**config.mk**
```make
export PLATFORM = sky130hd
export DESIGN_NAME = round_controller
export DESIGN_NICKNAME = d
export VERILOG_FILES = /design/src/rtl/tow_pkg.sv /design/src/rtl/lfsr16.sv /design/src/rtl/round_controller.sv
export SDC_FILE = /design/constraint.sdc
export NUM_CORES = 1
export LEC_CHECK = 0
export ABC_AREA = 1
export CAP_MARGIN = 30
export CORE_ASPECT_RATIO = 1.75
export CORE_UTILIZATION = 63
export CTS_CLUSTER_DIAMETER = 120
export DETAILED_ROUTE_END_ITERATION = 6
export PLACE_DENSITY = 0.84
export SLEW_MARGIN = 25
export SYNTH_ARGS = -nofsm -noshare
export SYNTH_HDL_FRONTEND = slang
export SYNTH_SLANG_ARGS = --single-unit
export TNS_END_PERCENT = 1
```
**constraint.sdc**
```tcl
create_clock -name clk -period 2.6 [get_ports clk]
set_input_delay 0.65 -clock clk [delete_from_list [all_inputs] [get_ports clk]]
set_output_delay 0.65 -clock clk [all_outputs]
set_load 0.05 [all_outputs]
```
**src/rtl/tow_pkg.sv**
```systemverilog
// Shared definitions for the tug-of-war round controller.
package tow_pkg;

    localparam int unsigned CNT_W  = 16;
    localparam int unsigned LFSR_W = 16;

    typedef enum logic [2:0] {
        ST_IDLE,
        ST_WAIT,
        ST_LIGHT,
        ST_RESULT,
        ST_HOLD,
        ST_GAMEOVER
    } state_t;

    // Score words that end the game (left or right side fully lit).
    localparam logic [7:0] WL_PATTERN = 8'b11100000;
    localparam logic [7:0] WR_PATTERN = 8'b00000111;

    // Fibonacci LFSR: taps at stages 16,14,13,11 map to bits 15,13,12,10.
    localparam logic [LFSR_W-1:0] LFSR_SEED = 16'hACE1;
    localparam logic [LFSR_W-1:0] LFSR_TAPS = 16'hB400;

endpackage

```
**src/rtl/lfsr16.sv**
```systemverilog
// Free-running 16-bit Fibonacci LFSR used to randomise the lights-off delay.
module lfsr16
    import tow_pkg::*;
(
    input  logic              clk,
    input  logic              rst,
    output logic [LFSR_W-1:0] q
);

    // Shift left, feeding back the XOR of the tapped bits.
    always_ff @(posedge clk or posedge rst) begin
        if (rst) begin
            q <= LFSR_SEED;
        end else begin
            q <= {q[LFSR_W-2:0], ^(q & LFSR_TAPS)};
        end
    end

endmodule

```
**src/rtl/round_controller.sv**
```systemverilog
// Reaction-round sequencer: random wait, lights on, first push wins, display hold.
module round_controller
    import tow_pkg::*;
#(
    parameter logic [15:0] DELAY_MIN   = 16'd1000,
    parameter int unsigned RAND_BITS   = 8,
    parameter logic [15:0] HOLD_CYCLES = 16'd500,
    parameter logic [15:0] TIMEOUT     = 16'd4000
) (
    input  logic       clk,
    input  logic       rst,
    input  logic       pbl,
    input  logic       pbr,
    input  logic [7:0] score,
    output logic       leds_on,
    output logic       winrnd,
    output logic       right,
    output logic       tie,
    output logic       game_over
);

    // Down-counter reload values; a zero-length phase still lasts one cycle.
    localparam logic [CNT_W-1:0] TIMEOUT_LOAD = (TIMEOUT == 16'd0) ? 16'd0 : TIMEOUT - 16'd1;
    localparam logic [CNT_W-1:0] HOLD_LOAD    = (HOLD_CYCLES == 16'd0) ? 16'd0 : HOLD_CYCLES - 16'd1;
    localparam logic [LFSR_W-1:0] RAND_MASK   = 16'((32'd1 << RAND_BITS) - 32'd1);

    state_t              state;
    logic [CNT_W-1:0]    counter;
    logic [LFSR_W-1:0]   lfsr_q;
    logic [1:0]          sync_l;
    logic [1:0]          sync_r;
    logic                prev_l;
    logic                prev_r;
    logic                level_l;
    logic                level_r;
    logic                push_l;
    logic                push_r;
    logic [CNT_W:0]      delay_sum;
    logic [CNT_W-1:0]    wait_load;

    lfsr16 u_lfsr (
        .clk (clk),
        .rst (rst),
        .q   (lfsr_q)
    );

    // Two-flop synchronizers plus a delayed copy for rising-edge detection.
    always_ff @(posedge clk or posedge rst) begin
        if (rst) begin
            sync_l <= 2'b00;
            sync_r <= 2'b00;
            prev_l <= 1'b0;
            prev_r <= 1'b0;
        end else begin
            sync_l <= {sync_l[0], pbl};
            sync_r <= {sync_r[0], pbr};
            prev_l <= sync_l[1];
            prev_r <= sync_r[1];
        end
    end

    assign level_l = sync_l[1];
    assign level_r = sync_r[1];
    assign push_l  = sync_l[1] & ~prev_l;
    assign push_r  = sync_r[1] & ~prev_r;

    // Randomised wait length, saturating instead of wrapping.
    assign delay_sum = {1'b0, DELAY_MIN} + {1'b0, lfsr_q & RAND_MASK};
    assign wait_load = delay_sum[CNT_W] ? 16'hFFFF : delay_sum[CNT_W-1:0];

    // Round FSM with registered outputs and the shared phase counter.
    always_ff @(posedge clk or posedge rst) begin
        if (rst) begin
            state     <= ST_IDLE;
            counter   <= '0;
            leds_on   <= 1'b0;
            winrnd    <= 1'b0;
            right     <= 1'b0;
            tie       <= 1'b0;
            game_over <= 1'b0;
        end else begin
            winrnd <= 1'b0;
            case (state)
                ST_IDLE: begin
                    if (!level_l && !level_r) begin
                        if (score == WL_PATTERN || score == WR_PATTERN) begin
                            state     <= ST_GAMEOVER;
                            game_over <= 1'b1;
                        end else begin
                            state   <= ST_WAIT;
                            counter <= wait_load;
                        end
                    end
                end
                ST_WAIT: begin
                    if (push_l || push_r) begin
                        state  <= ST_RESULT;
                        winrnd <= 1'b1;
                        right  <= push_r & ~push_l;
                        tie    <= push_l & push_r;
                    end else if (counter == '0) begin
                        state   <= ST_LIGHT;
                        leds_on <= 1'b1;
                        counter <= TIMEOUT_LOAD;
                    end else begin
                        counter <= counter - 16'd1;
                    end
                end
                ST_LIGHT: begin
                    if (push_l || push_r) begin
                        state  <= ST_RESULT;
                        winrnd <= 1'b1;
                        right  <= push_r & ~push_l;
                        tie    <= push_l & push_r;
                    end else if (counter == '0) begin
                        state   <= ST_HOLD;
                        leds_on <= 1'b0;
                        counter <= HOLD_LOAD;
                    end else begin
                        counter <= counter - 16'd1;
                    end
                end
                ST_RESULT: begin
                    state   <= ST_HOLD;
                    leds_on <= 1'b0;
                    counter <= HOLD_LOAD;
                end
                ST_HOLD: begin
                    if (counter == '0) begin
                        state <= ST_IDLE;
                    end else begin
                        counter <= counter - 16'd1;
                    end
                end
                ST_GAMEOVER: begin
                    leds_on <= 1'b0;
                end
                default: begin
                    state <= ST_IDLE;
                end
            endcase
        end
    end

endmodule

```
Yosys cells after proc, flatten, opt, wreduce, memory -nomap -nowiden. Index checks and enable logic that the tools add are counted. W data, S select, Z words.

Add/subtract/negate cells: 2. Eq/ne operators: 17. Multiplexer cells: 24. Bitwise operators: 8. Reductions and logical operators: 17.

Operators with widths (count): $mux W16 (8); $pmux W16 S5 (1); $mux W3 (7); $pmux W3 S6 (1); $logic_not A16 Y1 (1); $ne A2 B2 Y1 const B (8); $reduce_xor A16 Y1 (1); $sub A16 B1 Y16 const B (1); $add A10 B8 Y11 const A (1); $reduce_and A5 Y1 (2); $eq A8 B3 Y1 const B (1); $eq A8 B8 Y1 const B (1); $eq A3 B2 Y1 const B (2); $eq A3 B3 Y1 const B (2); $mux W1 (6); $ne A3 B3 Y1 const B (2); $reduce_and A6 Y1 (1); $reduce_bool A5 Y1 (1); $and A1 B1 Y1 (4); $not A1 Y1 (4); $reduce_or A2 Y1 (2); $eq A3 B1 Y1 const B (1); $logic_not A3 Y1 (1); $pmux W1 S3 (1); other kinds (6) (8).

Register bits: 46. Input bits: 12. Output and inout port bits: 5.

Depth between registers and ports, before layout.
Depth in word-level cells: 5. Mapped depth: 11. Depth with buffers taken out: 11.

Cells and area by module. From an unflattened synthesis, not the netlist that was laid out.

Cells, all modules: 337. Area, all modules: 2560.0 um^2.

By module, submodules not included: round_controller (instances 1, cells an instance 305, area an instance 2082.0 um^2); lfsr16 (instances 1, cells an instance 32, area an instance 478.0 um^2).

Least setup slack after synthesis. OpenSTA, ideal clock, no wires.

Kind: input to register. Start: input score[3]. End: register counter[10]. Setup time: 0.120 ns. Arrival time: 1.585 ns. Data required time: 2.480 ns. Path slack: 0.894 ns. Cell stages on the path: 8. Path buffers: 1. Cells stage by stage: or2_2 nor2_1 nand3_1 nand2_2 clkbuf_2 nor3b_2 nand2_1 nand2_1.

Word-level cells in the longest chain between the ends: 4. Elaborated cells between the ends (all ways): 5. Classes of those cells: eq/ne: 3; reduce/logical: 2.

RTL lines: start: declaration (RTL line round_controller.sv:14) `input logic [7:0] score,`; $eq A8 B8 Y1 / $eq A8 B3 Y1 (equally long branches) (RTL line round_controller.sv:86) `if (score == WL_PATTERN || score == WR_PATTERN) begin`; $logic_or A1 B1 Y1 (*) (RTL line round_controller.sv:86); $ne A2 B2 Y1 (no source line) (*); $reduce_and A6 Y1 (no source line) (*); end signal: assignment (RTL line round_controller.sv:91) `counter <= wait_load;`; end signal: assignment (RTL line round_controller.sv:106) `counter <= counter - 16'd1;`; end signal: assignment (RTL line round_controller.sv:120) `counter <= counter - 16'd1;`; end: declaration (RTL line round_controller.sv:28) `logic [CNT_W-1:0] counter;`.

Mark *: on every way between the ends. The rest lies on a longest branch, timed or not. A chain may end at the register's enable or synchronous reset.

Worst setup path in the final report.
Start: register leds_on. End: output leds_on.

RTL lines: start: declaration (RTL line round_controller.sv:15) `output logic leds_on,`; start signal: assignment (RTL line round_controller.sv:76) `leds_on <= 1'b0;`; start signal: assignment (RTL line round_controller.sv:103) `leds_on <= 1'b1;`; start signal: assignment (RTL line round_controller.sv:117) `leds_on <= 1'b0;`.

No word-level cell between the ends.

==> results.json <==
{
  "max_cap_viol_count": 0,
  "fmax_ghz": 0.469,
  "drt_wl_total_mm": 6.09,
  "ctsHoldBuffers": 0,
  "crit_slowest_cell": "clkdlybuf4s50_1",
  "synth_fp_nets": 342,
  "ys.flop_type": "dfrtp_1",
  "grt_usage": 0.308,
  "clkTransAtPathRegs_ns": 0.09,
  "grt_pass1_wl_mm": 9.71,
  "finalNetCount": 363,
  "yosys_warnings": 0,
  "ys_types": 37,
  "crit_family": "buffers and inverters",
  "startpoint": "leds_on",
  "drive_gt1_frac": 0.115,
  "synth_area_um2": 2530,
  "synth-edff-count": 0,
  "path_class": "register to output pin",
  "post_drt_wl_per_cell_um": 15.3,
  "clk_latency_ns": 0.31,
  "cpPeakStageDelay_ns": 0.80,
  "vias": 2262,
  "gp_congestion": 0.874,
  "grt_pass1_vias": 2211,
  "portBuffers": 16,
  "avgSynthCellArea_um2": 7.74,
  "hold_violations": 0,
  "grt_max_degree": 25,
  "cts_tree": "done",
  "cts-buffers-inserted": 5,
  "finalPower_mw": 1.24,
  "timing.final.setup_violations": 0,
  "peakVddDrop_mv": 0.402,
  "synthArstFlopShare": 1.00,
  "detailedRoute.firstIterationViolations": 98,
  "area_delta_synth_final_pct": 12.4,
  "core-area_um2": 3870,
  "powerDensity_nw_per_um2": 436,
  "dp_hpwl_mm": 4.51,
  "fin_ws_ns": 0.470,
  "die_area_um2": 4290,
  "cts_root_buf": "clkbuf_8",
  "ys_seq_area_frac": 0.459,
  "post_cts_resized": 0,
  "tightest_slew_ns": 0.526,
  "hold_slack_ns": 0.344,
  "critPathMaxFanout": 2,
  "start_util": 0.655,
  "utilization": 0.736,
  "netlist_instances": 327,
  "timing.final.crit_share": 0.819,
  "finClkSkew_ns": 0.0104,
  "nFillCells": 294,
  "crit_required_ns": 1.95,
  "drt-vias-per-instance": 5.70,
  "fin_cells": 397,
  "cp.buffers_inverters": 1,
  "die_height_um": 85.9,
  "hold_start": "sync_l[0]",
  "power.leakage_nw": 1.41,
  "cp.arrival_ns": 1.48,
  "antenna_found_initial": 0,
  "route.detailed.drc": 0,
  "placed_area_um2": 2750,
  "startpoint_type": "register",
  "min_path_type": "register to register",
  "drt_first_pass_iters": 4,
  "antenna_cells": 0,
  "finalSetupTns_ns": 0,
  "dp.cells": 389,
  "std_cell_rows": 30,
  "postCtsSetupBuffers": 0,
  "min_period_ns": 2.13,
  "preCtsSetupSlack_ns": 0.233,
  "grt_overflow": 0,
  "cts_max_level": 2,
  "clk_path_buf_depth": 2,
  "crit_chain": "clkdlybuf4s50_1",
  "die_w_um": 49.9,
  "drv_slew": 0,
  "slew_headroom": 0.648,
  "clkSinkCount": 46,
  "ioPinCount": 17,
  "rsz0062_at_grt": "false",
  "critPathCaptureType": "output pin",
  "ys_ff_latch": 46,
  "antenna_left": 0,
  "status": "finished, final reports clean",
  "r2r-start": "state[0]",
  "finalInstanceArea_um2": 2850
}
## state kept, by name, summed over array words and instances, names as in the netlist
| name | cells |
|---|---|
| winrnd | 1 |
| prev_l | 1 |
| right | 1 |
| counter | 16 |
| leds_on | 1 |
| sync_l | 2 |
| game_over | 1 |
| tie | 1 |
| u_lfsr.q | 16 |
| sync_r | 2 |
| prev_r | 1 |
| state | 3 |
## cells in the final DEF, fill, tap and decap left out, types with 2 or more instances in the layout
cell type / instances
a21oi_1: 3
nand3_2: 2
nor2_2: 2
nand3b_1: 2
clkdlybuf4s50_1: 16
inv_1: 35
a31oi_1: 2
nand3_1: 41
nor2_1: 33
o21ai_0: 17
inv_2: 4
dfrtp_1: 38
a21oi_2: 3
dfstp_2: 8
clkbuf_8: 6
ha_1: 3
xor2_1: 3
nand4_1: 8
or2_2: 5
xnor2_1: 4
o21bai_1: 2
nand2_2: 3
o21ai_1: 8
nand2_1: 86
## cell type report
class                   count  area [um^2]  area share
flip-flops and latches     46         1160       0.408
repair buffers             18          188      0.0660
well taps                  48         60.1      0.0211
inverters                  39          146      0.0515
multi-input cells         238         1190       0.420
clock inverters             1         8.76     0.00308
clock buffers               7         86.3      0.0303
## kinds of logic after synthesis
logic type,synth area share
simple gates,0.334
buf+inv,0.0692
fa+ha+maj,0.0148
flops,0.459
xor+xnor,0.0242
compound gates,0.0989
## cells in the mapped netlist (2+ instances only)
library cell | instances | area, um^2
nand2_1 | 86 | 323
nand3_1 | 41 | 205
dfrtp_1 | 38 | 951
inv_1 | 36 | 135
nor2_1 | 33 | 124
o21ai_0 | 17 | 85.1
dfstp_2 | 8 | 210
nand4_1 | 8 | 50.1
o21ai_1 | 8 | 40.0
or2_2 | 5 | 31.3
xnor2_1 | 4 | 35.0
a21oi_1 | 3 | 15.0
a21oi_2 | 3 | 26.3
ha_1 | 3 | 37.5
inv_2 | 3 | 11.3
nand2_2 | 3 | 18.8
xor2_1 | 3 | 26.3
a31oi_1 | 2 | 12.5
nand3_2 | 2 | 20.0
nand3b_1 | 2 | 15.0
nor2_2 | 2 | 12.5
o21bai_1 | 2 | 15.0
## power by group
| part | switching, mW | internal (mW) | leakage (nW) |
|---|---|---|---|
| Combinational | 0.0281 | 0.0220 | 0.802 |
| Clock | 0.247 | 0.220 | 0.0489 |
| Sequential | 0.00261 | 0.721 | 0.564 |
## worst paths after layout
| path | endpoint | slack, ns | cells past startpoint |
|---|---|---|---|
| max in group asynchronous | u_lfsr.q[10] | 1.32 | 3 |
| min | sync_l[1] | 0.34 | 0 |
| min reg2reg | sync_l[1] | 0.34 | 0 |
| min in group asynchronous | prev_l | 0.69 | 2 |
| max reg2reg | counter[15] | 0.51 | 8 |
| max | leds_on | 0.47 | 1 |
## metal layers
metal,GRT usage,vias to the layer above,routed length (um),share of wire
met5,0,-,0,0
met4,0.216,0,337,0.055
met3,0.0426,31,232,0.038
met2,0.557,78,3250,0.53
met1,0.316,1047,2270,0.37
li1,-,1106,-,-
(Power assumes the default switching activity.)
